File: src/rtl/icw_ocw_sequencer.sv
// 8259 command sequencer: walks ICW1..ICW4 initialization, then decodes OCW1..OCW3
// writes into configuration registers and one-cycle command pulses.
//
// state        | meaning
// -------------+-----------------------------------------------------------
// ST_IDLE      | out of reset, waiting for ICW1; all other writes ignored
// ST_WAIT_ICW2 | ICW1 accepted, next a0=1 write is ICW2 (vector base)
// ST_WAIT_ICW3 | cascaded mode, next a0=1 write is ICW3 (slave mask / ID)
// ST_WAIT_ICW4 | IC4 was set, next a0=1 write is ICW4 (mode bits)
// ST_READY     | initialized; a0=1 -> OCW1, a0=0 -> OCW2 / OCW3
module icw_ocw_sequencer #(
  parameter logic [7:0] IMR_INIT   = 8'h00,
  parameter bit         CASCADE_EN = 1'b1
) (
  input  logic       clk,
  input  logic       reset,
  input  logic       wr_stb,
  input  logic       a0,
  input  logic [7:0] din,
  output logic [4:0] vector_base,
  output logic       ltim,
  output logic       sngl,
  output logic [7:0] cascade_cfg,
  output logic       upm,
  output logic       aeoi,
  output logic       ms,
  output logic       buf_mode,
  output logic       sfnm,
  output logic [7:0] imr,
  output logic       ocw2_stb,
  output logic [2:0] ocw2_cmd,
  output logic [2:0] ocw2_level,
  output logic       read_isr,
  output logic       smm,
  output logic       poll_stb,
  output logic       init_done
);

  typedef enum logic [2:0] {
    ST_IDLE      = 3'd0,
    ST_WAIT_ICW2 = 3'd1,
    ST_WAIT_ICW3 = 3'd2,
    ST_WAIT_ICW4 = 3'd3,
    ST_READY     = 3'd4
  } state_t;

  state_t     state, state_nxt;
  logic       ic4, ic4_nxt;
  logic [4:0] vector_base_nxt;
  logic       ltim_nxt, sngl_nxt;
  logic [7:0] cascade_cfg_nxt;
  logic       upm_nxt, aeoi_nxt, ms_nxt, buf_mode_nxt, sfnm_nxt;
  logic [7:0] imr_nxt;
  logic       ocw2_stb_nxt;
  logic [2:0] ocw2_cmd_nxt, ocw2_level_nxt;
  logic       read_isr_nxt, smm_nxt, poll_stb_nxt;
  logic       is_icw1;

  assign is_icw1   = wr_stb && !a0 && din[4];
  assign init_done = (state == ST_READY);

  always_ff @(posedge clk or posedge reset) begin
    if (reset) begin
      state       <= ST_IDLE;
      ic4         <= 1'b0;
      vector_base <= '0;
      ltim        <= 1'b0;
      sngl        <= 1'b0;
      cascade_cfg <= '0;
      upm         <= 1'b0;
      aeoi        <= 1'b0;
      ms          <= 1'b0;
      buf_mode    <= 1'b0;
      sfnm        <= 1'b0;
      imr         <= IMR_INIT;
      ocw2_stb    <= 1'b0;
      ocw2_cmd    <= '0;
      ocw2_level  <= '0;
      read_isr    <= 1'b0;
      smm         <= 1'b0;
      poll_stb    <= 1'b0;
    end else begin
      state       <= state_nxt;
      ic4         <= ic4_nxt;
      vector_base <= vector_base_nxt;
      ltim        <= ltim_nxt;
      sngl        <= sngl_nxt;
      cascade_cfg <= cascade_cfg_nxt;
      upm         <= upm_nxt;
      aeoi        <= aeoi_nxt;
      ms          <= ms_nxt;
      buf_mode    <= buf_mode_nxt;
      sfnm        <= sfnm_nxt;
      imr         <= imr_nxt;
      ocw2_stb    <= ocw2_stb_nxt;
      ocw2_cmd    <= ocw2_cmd_nxt;
      ocw2_level  <= ocw2_level_nxt;
      read_isr    <= read_isr_nxt;
      smm         <= smm_nxt;
      poll_stb    <= poll_stb_nxt;
    end
  end

  always_comb begin
    state_nxt       = state;
    ic4_nxt         = ic4;
    vector_base_nxt = vector_base;
    ltim_nxt        = ltim;
    sngl_nxt        = sngl;
    cascade_cfg_nxt = cascade_cfg;
    upm_nxt         = upm;
    aeoi_nxt        = aeoi;
    ms_nxt          = ms;
    buf_mode_nxt    = buf_mode;
    sfnm_nxt        = sfnm;
    imr_nxt         = imr;
    ocw2_stb_nxt    = 1'b0;
    ocw2_cmd_nxt    = ocw2_cmd;
    ocw2_level_nxt  = ocw2_level;
    read_isr_nxt    = read_isr;
    smm_nxt         = smm;
    poll_stb_nxt    = 1'b0;

    // ICW1 restarts initialization from any state, overriding every other decode
    if (is_icw1) begin
      ltim_nxt     = din[3];
      sngl_nxt     = din[1];
      ic4_nxt      = din[0];
      imr_nxt      = IMR_INIT;
      smm_nxt      = 1'b0;
      read_isr_nxt = 1'b0;
      upm_nxt      = 1'b0;
      aeoi_nxt     = 1'b0;
      ms_nxt       = 1'b0;
      buf_mode_nxt = 1'b0;
      sfnm_nxt     = 1'b0;
      state_nxt    = ST_WAIT_ICW2;
    end else if (wr_stb) begin
      case (state)
        ST_WAIT_ICW2: begin
          if (a0) begin
            vector_base_nxt = din[7:3];
            if (!sngl && CASCADE_EN) state_nxt = ST_WAIT_ICW3;
            else if (ic4)            state_nxt = ST_WAIT_ICW4;
            else                     state_nxt = ST_READY;
          end
        end
        ST_WAIT_ICW3: begin
          if (a0) begin
            cascade_cfg_nxt = din;
            state_nxt       = ic4 ? ST_WAIT_ICW4 : ST_READY;
          end
        end
        ST_WAIT_ICW4: begin
          if (a0) begin
            upm_nxt      = din[0];
            aeoi_nxt     = din[1];
            ms_nxt       = din[2];
            buf_mode_nxt = din[3];
            sfnm_nxt     = din[4];
            state_nxt    = ST_READY;
          end
        end
        ST_READY: begin
          if (a0) begin
            imr_nxt = din;
          end else if (din[4:3] == 2'b00) begin
            // every OCW2 code is forwarded, including 000, for downstream decode
            ocw2_cmd_nxt   = din[7:5];
            ocw2_level_nxt = din[2:0];
            ocw2_stb_nxt   = 1'b1;
          end else if (din[4:3] == 2'b01) begin
            if (din[6]) smm_nxt      = din[5];
            if (din[1]) read_isr_nxt = din[0];
            if (din[2]) poll_stb_nxt = 1'b1;
          end
        end
        default: ;
      endcase
    end
  end

endmodule

File: config.mk
export PLATFORM = sky130hd
export DESIGN_NAME = icw_ocw_sequencer
export DESIGN_NICKNAME = d
export VERILOG_FILES = /design/src/rtl/icw_ocw_sequencer.sv
export SDC_FILE = /design/constraint.sdc
export NUM_CORES = 1
export LEC_CHECK = 0
export CAP_MARGIN = 20
export CORE_ASPECT_RATIO = 1.1
export CORE_UTILIZATION = 42
export DETAILED_ROUTE_END_ITERATION = 7
export PLACE_DENSITY = 0.76
export REMOVE_ABC_BUFFERS = 1
export SLEW_MARGIN = 20
export SYNTH_ARGS = -nofsm -noshare
export SYNTH_HDL_FRONTEND = slang
export SYNTH_SLANG_ARGS = --single-unit
File: constraint.sdc
create_clock -name clk -period 1.5 [get_ports clk]
set_input_delay 0.3 -clock clk [delete_from_list [all_inputs] [get_ports clk]]
set_output_delay 0.3 -clock clk [all_outputs]
set_load 0.05 [all_outputs]
==> results of run 1 <==
==> worst paths after layout <==
| path | end | slack, ns | cells past startpoint |
|---|---|---|---|
| worst min-delay path | ocw2_stb | 0.37 | 3 |
| worst max register to register | imr[4] | -0.03 | 6 |
| worst max-delay path | init_done | -0.04 | 4 |
| max in group asynchronous | state[1] | 0.91 | 3 |
| worst min register to register | ltim | 0.55 | 2 |
| min in group clk | ltim | 0.55 | 2 |
==> sequential cells by signal (all words and copies together) (netlist names), 3 cells and up <==
| signal | count |
|---|---|
| state | 3 |
| cascade_cfg | 8 |
| vector_base | 5 |
| ocw2_cmd | 3 |
| ocw2_level | 3 |
| imr | 8 |
==> routing by layer <==
| layer | track usage | wire (µm) | share of wire |
|---|---|---|---|
| met2 | 0.376 | 2270 | 0.53 |
| met4 | 0.0631 | 49 | 0.011 |
| met3 | 0.0670 | 258 | 0.060 |
| met5 | 0 | 0 | 0 |
| met1 | 0.248 | 1740 | 0.40 |
==> timing repair <==
item                                    CTS  global route
endpoints found under the setup margin    9            22
pin swaps                                 3             3
resized for setup                         9             7
buffers inserted                          4             2
cloned                                    0             1
==> cell families (layout without fill, tap and decap cells) <==
| logic type | Yosys count | after routing | share of synthesized area |
|---|---|---|---|
| mux | 19 | 19 | 0.121 |
| simple gates | 64 | 65 | 0.192 |
| flops | 42 | 42 | 0.595 |
| compound gates | 20 | 20 | 0.0595 |
| buf+inv | 10 | 80 | 0.0319 |
==> cell usage in the layout, fill, tap and decap left out, types with 2 or more instances in the layout <==
| cell | n |
|---|---|
| nand4b_1 | 2 |
| buf_6 | 2 |
| clkbuf_8 | 6 |
| mux2_2 | 15 |
| dfrtp_2 | 2 |
| nand3_1 | 7 |
| o21ai_1 | 3 |
| mux2_4 | 4 |
| clkdlybuf4s50_1 | 11 |
| nor2_4 | 2 |
| buf_4 | 16 |
| nand2_1 | 37 |
| a21oi_1 | 3 |
| nand3b_1 | 2 |
| o21ai_0 | 12 |
| and2_4 | 2 |
| dfrtp_1 | 40 |
| buf_12 | 42 |
| inv_1 | 3 |
==> critical path: stages (launching register included) <==
cell and delay [ns]:
dfrtp_1 0.41, buf_6 0.13, nor3b_2 0.14, buf_4 0.14
buf_12 0.14
==> cell type report <==
cell class,instances,area (µm²)
Sequential cell,42,1050
Timing Repair Buffer,71,1090
Fill cell,236,980
Clock buffer,6,82.6
Inverter,3,11.3
Multi-Input combinational cell,104,708
Tap cell,52,65.1
==> per-stage QoR <==
| stage | setup TNS (ns) | utilization | total power, W |
|---|---|---|---|
| 2_1_floorplan | -0.465 | - | 0.00352 |
| 3_3_place_gp | -6.62 | 0.705 | 0.00546 |
| 3_5_place_dp | -8.22 | 0.705 | 0.00552 |
| 4_1_cts | -0.0628 | 0.743 | 0.00636 |
| 5_1_grt | -0.685 | 0.755 | 0.00663 |
| 6_report | -0.169 | 0.755 | 0.00638 |
==> power groups by stage <==
stage	combinational, W	sequential (W)	clock (W)
floorplan	0.000533	0.00299	0
global placement	0.00347	0.00199	0
detailed placement	0.00352	0.00200	0
CTS	0.00365	0.00198	0.000721
global route	0.00384	0.00202	0.000771
finish	0.00370	0.00197	0.000709
==> out/metrics.cfg, run 1 <==
[clock_network]
cts.sinks=42
root_buffer=clkbuf_8
cts_tree=built
h-tree-depth=2
clkTransAtPathRegs_ns=0.07
numCtsBuffers=5
insertion_delay_ns=0.29
clockBufferDepth=2
ctsHoldBuffers=0

[pwr]
power.share.clock=0.111
cellPowerDensity_nw_per_um2=2120
combinationalPowerShare=0.580
p_int_w=0.00376
power_switching_share=0.411
sequentialPowerShare=0.309
power_switching_w=0.00262
ir_drop_uv=1400
leakage_nw=1.37

[worst_setup_path]
crit_type=reg2out
crit_fanout=4
startpoint=state[2]
worstSetupEndpointType=output pin
worst_ep_arrival_time_ns=1.24
cp_data_required_time_ns=1.20
start_kind=register
rr_startpoint=state[1]

[worst_hold_path]
hold_path_class=in2async

[timing]
final_max_slew_viol_count=0
rsz0062_at_grt=true
hold_violations=0
finalSetupViolCount=8
worst_pin_slew_ns=0.351
holdWs_ns=0.371
fin_ws_ns=-0.0443
maxSlewHeadroom=0.765
fmax_ghz=0.648
fin_crit_sh=1.03
finClkSkew_ns=0.00581
min_period_ns=1.54

[grt]
overflow=0
grt_pass1_vias=1459
antenna_found_initial=0
grt_max_degree=43
track_usage=0.215
grt_pass1_wl_um=7200

[floorplan]
die_y_um=70
num_rows=24
ios=51
die_width_um=63.8
die_area_um2=4470
initial_utilization=0.442
coreArea_um2=3990

[logic_synthesis]
syn_area_um2=1770
synth_ff_type=dfrtp_1
synth_top_area_cell=dfrtp_1
synth_most_common_cell=dfrtp_1
async_reset_ff_frac=1.00
avgSynthCellArea_um2=11.4
synth-seq-cells=42
yosysTopAreaCellShare=0.595
ys_warn_count=0
synth-edff-count=0
yosysSeqAreaShare=0.595
netlist_instances=155
synthTopCellsByArea=dfrtp_1, mux2_2, nand2_1
synth_cell_type_count=27
synthTopCellsByCount=dfrtp_1, nand2_1, mux2_2, o21ai_0, nand3_1

[placement]
dp_cells=265
portBuffers=50
place_ws_ns=-0.328
gp_congestion=0.821
dpl.hpwl_um=3070
placed_cell_area_um2=2810

[route]
finalWirelength_um=4320
vias_per_cell=5.20
drc=0
vias=1446
drt_iter0_drc=59
wire_per_inst_um=15.5
first_pass_iters=4
ant_nets=0

[status]
violations=negative setup slack
status=complete, but fails checks

[layout]
fin_area_um2=3010
drive_gt1_frac=0.442
fin_cells=278
diodes=0
area_delta_synth_final_pct=70.7
final_nets=239

[job]
drv_cap=0

Note: power is estimated with default switching activity, not from simulation.
==> inputs of run 2 (changes only) <==
--- a/config.mk
+++ b/config.mk
@@ -11,6 +11,7 @@
 export DETAILED_ROUTE_END_ITERATION = 7
 export PLACE_DENSITY = 0.76
 export REMOVE_ABC_BUFFERS = 1
+export SKIP_LAST_GASP = 1
 export SLEW_MARGIN = 20
 export SYNTH_ARGS = -nofsm -noshare
 export SYNTH_HDL_FRONTEND = slang
==> run 2 against run 1 <==
Against the previous run: the run still ends with negative setup slack left; clock power hardly changed; sequential power hardly changed; register-to-register slack hardly changed; worst setup slack better by 0.0030 ns; core utilization stayed put; first-iteration DRC count is 10% higher; hold slack better by 0.0013 ns; final area stayed put.
==> out/metrics.cfg, run 2 (synthesis gave the netlist of run 1 again) <==
[timing]
finalSetupViolCount=8  ; unchanged
hold_violations=0  ; unchanged
min_period_ns=1.54  ; -0.00299 ns
rsz0062_at_grt=true
fmax_ghz=0.649  ; +0.19%
fin_ws_ns=-0.0413  ; +0.00299 ns
worst_pin_slew_ns=0.351  ; -0.000000596 ns
final_max_slew_viol_count=0  ; unchanged
finClkSkew_ns=0.00585  ; +0.0000380 ns
fin_crit_sh=1.03  ; -0.00200
maxSlewHeadroom=0.765  ; about the same

[pwr]
sequentialPowerShare=0.309  ; about the same
p_int_w=0.00376  ; about the same
cellPowerDensity_nw_per_um2=2110  ; about the same
leakage_nw=1.37  ; about the same
ir_drop_uv=1400  ; about the same
power_switching_w=0.00261  ; -0.15%
combinationalPowerShare=0.580  ; about the same
power_switching_share=0.410  ; about the same
power.share.clock=0.111  ; about the same

[layout]
multi_input_comb_area_um2=708  ; unchanged
final_core_util=0.755  ; unchanged
regArea_um2=1050  ; unchanged
diodes=0  ; unchanged
top_regs=cascade_cfg (8), imr (8), vector_base (5)
nFillCells=236  ; unchanged
final_nets=239  ; unchanged
final_cell_mix=buf_12, dfrtp_1, nand2_1
layout_commonest_cell=buf_12
drive_gt1_frac=0.442  ; unchanged
area_delta_synth_final_pct=70.7  ; unchanged

[worst_setup_path]
cpMaxStageDelayCell=dfrtp_1
worstPathCellList=buf_6 > nor3b_2 > buf_4 > buf_12
rr_startpoint=state[1]
cp_data_required_time_ns=1.20  ; about the same
reg2reg_depth=6  ; unchanged
r2r_end=imr[4]
worstSetupEndpointType=output pin
worst_ep_arrival_time_ns=1.24  ; about the same
crit_type=reg2out
crit_path_end=init_done
crit_fanout=4  ; unchanged
max_stage_delay_ns=0.40  ; about the same
startpoint=state[2]
start_kind=register
reg2reg_slack_ns=-0.03  ; about the same

[clock_network]
cts_tree=built
ctsHoldBuffers=0  ; unchanged
h-tree-depth=2  ; unchanged
insertion_delay_ns=0.29  ; about the same
clockBufferDepth=2  ; unchanged
root_buffer=clkbuf_8
numCtsBuffers=5  ; unchanged
clkTransAtPathRegs_ns=0.07  ; about the same
cts.sinks=42  ; unchanged

[grt]
overflow=0  ; unchanged
met3_usage=0.0670  ; unchanged
top_usage_layer=met2
grt_pass1_vias=1459  ; unchanged
grt_max_degree=43  ; unchanged
antenna_found_initial=0  ; unchanged
grt_util_met1=0.248  ; unchanged
track_usage=0.215  ; unchanged
grt_pass1_wl_um=7200  ; unchanged
grtUsageMet2=0.376  ; unchanged

[floorplan]
die_area_um2=4470  ; unchanged
die_width_um=63.8  ; unchanged
initial_utilization=0.442  ; unchanged
coreArea_um2=3990  ; unchanged
num_rows=24  ; unchanged
ios=51  ; unchanged
die_y_um=70  ; unchanged

[placement]
dpl.hpwl_um=3070  ; unchanged
place_ws_ns=-0.328  ; unchanged
portBuffers=50  ; unchanged
gp_congestion=0.821  ; unchanged

[route]
ant_nets=0  ; unchanged
drc=0  ; unchanged
vias_per_cell=5.17  ; -0.55%
first_pass_iters=4  ; unchanged
finalWirelength_um=4310  ; about the same
vias=1438  ; -0.55%
wire_per_inst_um=15.5  ; about the same
drt_iter0_drc=65  ; +10%

[status]
violations=negative setup slack
status=complete, but fails checks

[job]
drv_cap=0  ; unchanged

[worst_hold_path]
hold_path_class=in2async

[run 2: through the flow]
stage | TNS (ns) | power (W) | std cells | area, µm² | hold WS [ns]
floorplan | -0.465 | 0.00352 | 148 | 1720 | 0.370
global placement | -6.62 | 0.00546 | 265 | 2810 | 0.521
detailed placement | -8.22 | 0.00552 | 265 | 2810 | 0.544
CTS | -0.0628 | 0.00636 | 275 | 2970 | 0.390
global route | -0.705 | 0.00663 | 278 | 3010 | 0.412
finish | -0.167 | 0.00637 | 278 | 3010 | 0.372
[run 2: metal layers]
layer | up-vias | wire length (µm)
met2 | 57 | 2260
met3 | 6 | 276
li1 | 667 | -
met4 | 0 | 49
met1 | 708 | 1730
met5 | - | 0
[run 2: repair_timing]
| action | in CTS | in global routing |
|---|---|---|
| pin swaps | 3 | 3 |
| resized for setup | 9 | 5 |
| setup buffers | 4 | 2 |
| cloned | 0 | 1 |
| setup endpoints to repair | 9 | 22 |
| endpoints found under the hold margin | 0 | 0 |
[run 2: critical path: cells and delay by family, from the launching register on]
family | cells | cell delay [ns]
AND/OR/NAND/NOR | 1 | 0.14
buffers and inverters | 3 | 0.41
flip-flops | 1 | 0.40
[run 2: cell type report]
cell class,count,share of cell area
clock buffers,6,0.0274
multi-input cells,104,0.235
well taps,52,0.0216
inverters,3,0.00374
repair buffers,71,0.363
flip-flops and latches,42,0.350
[run 2: how the worst min path moves through the flow]
stage / slack, ns / cells after the start / end
6_report: 0.37 / 3 / ocw2_stb
5_1_grt: 0.41 / 3 / ocw2_stb
4_1_cts: 0.39 / 3 / ocw2_stb
3_5_place_dp: 0.54 / 2 / ltim
3_3_place_gp: 0.52 / 2 / ltim
2_1_floorplan: 0.37 / 1 / poll_stb
[run 2: power groups by stage]
stage               registers (W)  logic [W]  clock network (W)
finish                    0.00197    0.00370           0.000708
global route              0.00202    0.00384           0.000771
CTS                       0.00198    0.00365           0.000721
detailed placement        0.00200    0.00352                  0
global placement          0.00199    0.00347                  0
floorplan                 0.00299   0.000533                  0
==> inputs of run 3 (changes only) <==
--- a/config.mk
+++ b/config.mk
@@ -6,11 +6,15 @@
 export NUM_CORES = 1
 export LEC_CHECK = 0
 export CAP_MARGIN = 20
+export CELL_PAD_IN_SITES_DETAIL_PLACEMENT = 0
+export CELL_PAD_IN_SITES_GLOBAL_PLACEMENT = 1
 export CORE_ASPECT_RATIO = 1.1
-export CORE_UTILIZATION = 42
+export CORE_UTILIZATION = 32
+export CTS_CLUSTER_SIZE = 14
 export DETAILED_ROUTE_END_ITERATION = 7
-export PLACE_DENSITY = 0.76
+export PLACE_DENSITY = 0.75
 export REMOVE_ABC_BUFFERS = 1
+export SKIP_CTS_REPAIR_TIMING = 1
 export SKIP_LAST_GASP = 1
 export SLEW_MARGIN = 20
 export SYNTH_ARGS = -nofsm -noshare
==> run 3 against run 2 <==
Against the previous run: critical path depth grew 2; hold slack worse by 0.031 ns; final area up 0.29%; clock skew grew 0.0036 ns; die area increased by 30%; via count shrank 3.7%; the flow still finishes with violations (negative setup slack); sequential power hardly changed.
==> out/metrics.cfg, run 3 (synthesis gave the netlist of run 1 again) <==
[status]
status=complete, but fails checks
violations=negative setup slack

[placement]
dpl.hpwl_um=2900  ; -5.4%
dp_cells=290  ; +9.4%
placed_cell_area_um2=2850  ; +1.1%
portBuffers=50  ; unchanged
gp_congestion=0.660  ; -20%

[worst_setup_path]
start_kind=primary input
rr_startpoint=state[2]
worstPathCellList=clkdlybuf4s50_1 > and3b_4 > nand2_1 > nor2_4 > buf_12 > mux2_2
worst_ep_arrival_time_ns=1.67  ; +0.43 ns
cp.depth=6  ; +2
reg2reg_depth=5  ; -1
max_stage_delay_ns=0.48  ; +0.08 ns
r2r_end=cascade_cfg[3]
cpMaxStageDelayCell=clkdlybuf4s50_1
worstSetupEndpointType=register
cp_data_required_time_ns=1.67  ; +0.47 ns
path_buf_inv=2  ; -1
reg2reg_slack_ns=0.03  ; +0.06 ns
crit_fanout=8  ; +4
crit_type=in2reg
critPathTopFamily=buffers and inverters

[route]
finalWirelength_um=4110  ; -4.6%
vias=1385  ; -3.7%
drc=0  ; unchanged
drt_iter0_drc=59  ; -9.2%
vias_per_cell=4.62  ; -11%
ant_nets=0  ; unchanged
first_pass_iters=4  ; unchanged
wire_per_inst_um=13.7  ; -12%

[floorplan]
ios=51  ; unchanged
die_y_um=79.9  ; +14%
initial_utilization=0.329  ; -0.113
die_area_um2=5820  ; +30%
coreArea_um2=5360  ; +34%
die_width_um=72.8  ; +14%
num_rows=28  ; +17%

[clock_network]
cts.sinks=42  ; unchanged
insertion_delay_ns=0.29  ; about the same
numCtsBuffers=5  ; unchanged
clockBufferDepth=2  ; unchanged
root_buffer=clkbuf_8
h-tree-depth=2  ; unchanged
clkTransAtPathRegs_ns=0.08  ; about the same
cts_tree=built

[pwr]
ir_drop_uv=1200  ; -14%
leakage_nw=1.37  ; +0.18%
total_power_w=0.00646  ; +1.3%
cellPowerDensity_nw_per_um2=2140  ; +1.1%

[timing]
final_max_slew_viol_count=0  ; unchanged
hold_violations=0  ; unchanged
finalSetupViolCount=3  ; -5
fin_ws_ns=-0.00377  ; +0.0375 ns
finalSetupTns_ns=-0.00657  ; +0.161 ns
maxSlewHeadroom=0.835  ; +0.0704
fmax_ghz=0.665  ; +2.5%
fin_crit_sh=1.00  ; -0.0250
min_period_ns=1.50  ; -0.0375 ns
finClkSkew_ns=0.00946  ; +0.00361 ns
worst_pin_slew_ns=0.244  ; -0.106 ns
rsz0062_at_grt=true

[grt]
grt_max_degree=43  ; unchanged
grt_pass1_wl_um=6700  ; -6.9%
grt_pass1_vias=1297  ; -11%
overflow=0  ; unchanged
antenna_found_initial=0  ; unchanged
track_usage=0.155  ; -0.0593

[layout]
final_core_util=0.564  ; -0.191
area_delta_synth_final_pct=71.2
top_regs=cascade_cfg (8), imr (8), vector_base (5)
fin_cells=300  ; +7.9%
layout_commonest_cell=buf_12
final_cell_mix=buf_12, dfrtp_1, nand2_1
fin_area_um2=3020  ; +0.29%
diodes=0  ; unchanged
drive_gt1_frac=0.431  ; -0.0114
final_nets=237  ; -0.84%

[worst_hold_path]
hold_path_class=in2async

[job]
drv_cap=0  ; unchanged

-- run 3: cell types whose count changed in the layout (fill, tap and decap cells not counted), sizes merged --
cell / delta
bufinv: +1
clkinv: +1
inv: -1
and2: -1
buf: -1
-- run 3: layer usage --
metal	routed length, µm	track usage
met5	0	0
met4	34	0.0471
met3	190	0.0417
met2	2000	0.241
met1	1890	0.211
-- run 3: how the worst max path moves through the flow --
stage               startpoint  slack (ns)              to
CTS                   state[0]       -0.17       init_done
finish                      a0      -0.004  cascade_cfg[3]
global route          state[0]       -0.03       init_done
global placement            a0       -0.30  cascade_cfg[1]
floorplan             state[0]       -0.47       init_done
detailed placement      wr_stb       -0.32  cascade_cfg[5]
-- run 3: area by class of cell --
class                   instances  area, µm²
inverters                       3       11.3
flip-flops and latches         42       1050
multi-input cells             103        686
repair buffers                 70       1070
well taps                      75       93.8
clock buffers                   6       82.6
clock inverters                 1       30.0
fillers                       451       2340
-- run 3: stage by stage --
| step | setup WS [ns] | hold slack, ns |
|---|---|---|
| after global placement | -0.296 | 0.524 |
| after floorplan | -0.465 | 0.370 |
| after CTS | -0.170 | 0.348 |
| final | -0.00377 | 0.341 |
| after detailed placement | -0.321 | 0.537 |
| after global routing | -0.0260 | 0.367 |
-- run 3: power by group --
group | internal (W) | switching [W] | total (W)
Clock | 0.000532 | 0.000363 | 0.000895
Combinational | 0.00182 | 0.00176 | 0.00358
Sequential | 0.00153 | 0.000454 | 0.00198
Total | 0.00388 | 0.00257 | 0.00646
-- run 3: worst register-to-register path, cell delays in order, from the launching register on --
cell	delay, ns
dfrtp_1	0.37
and3b_4	0.30
nand2_1	0.09
nor2_4	0.14
buf_12	0.14
mux2_2	0.33
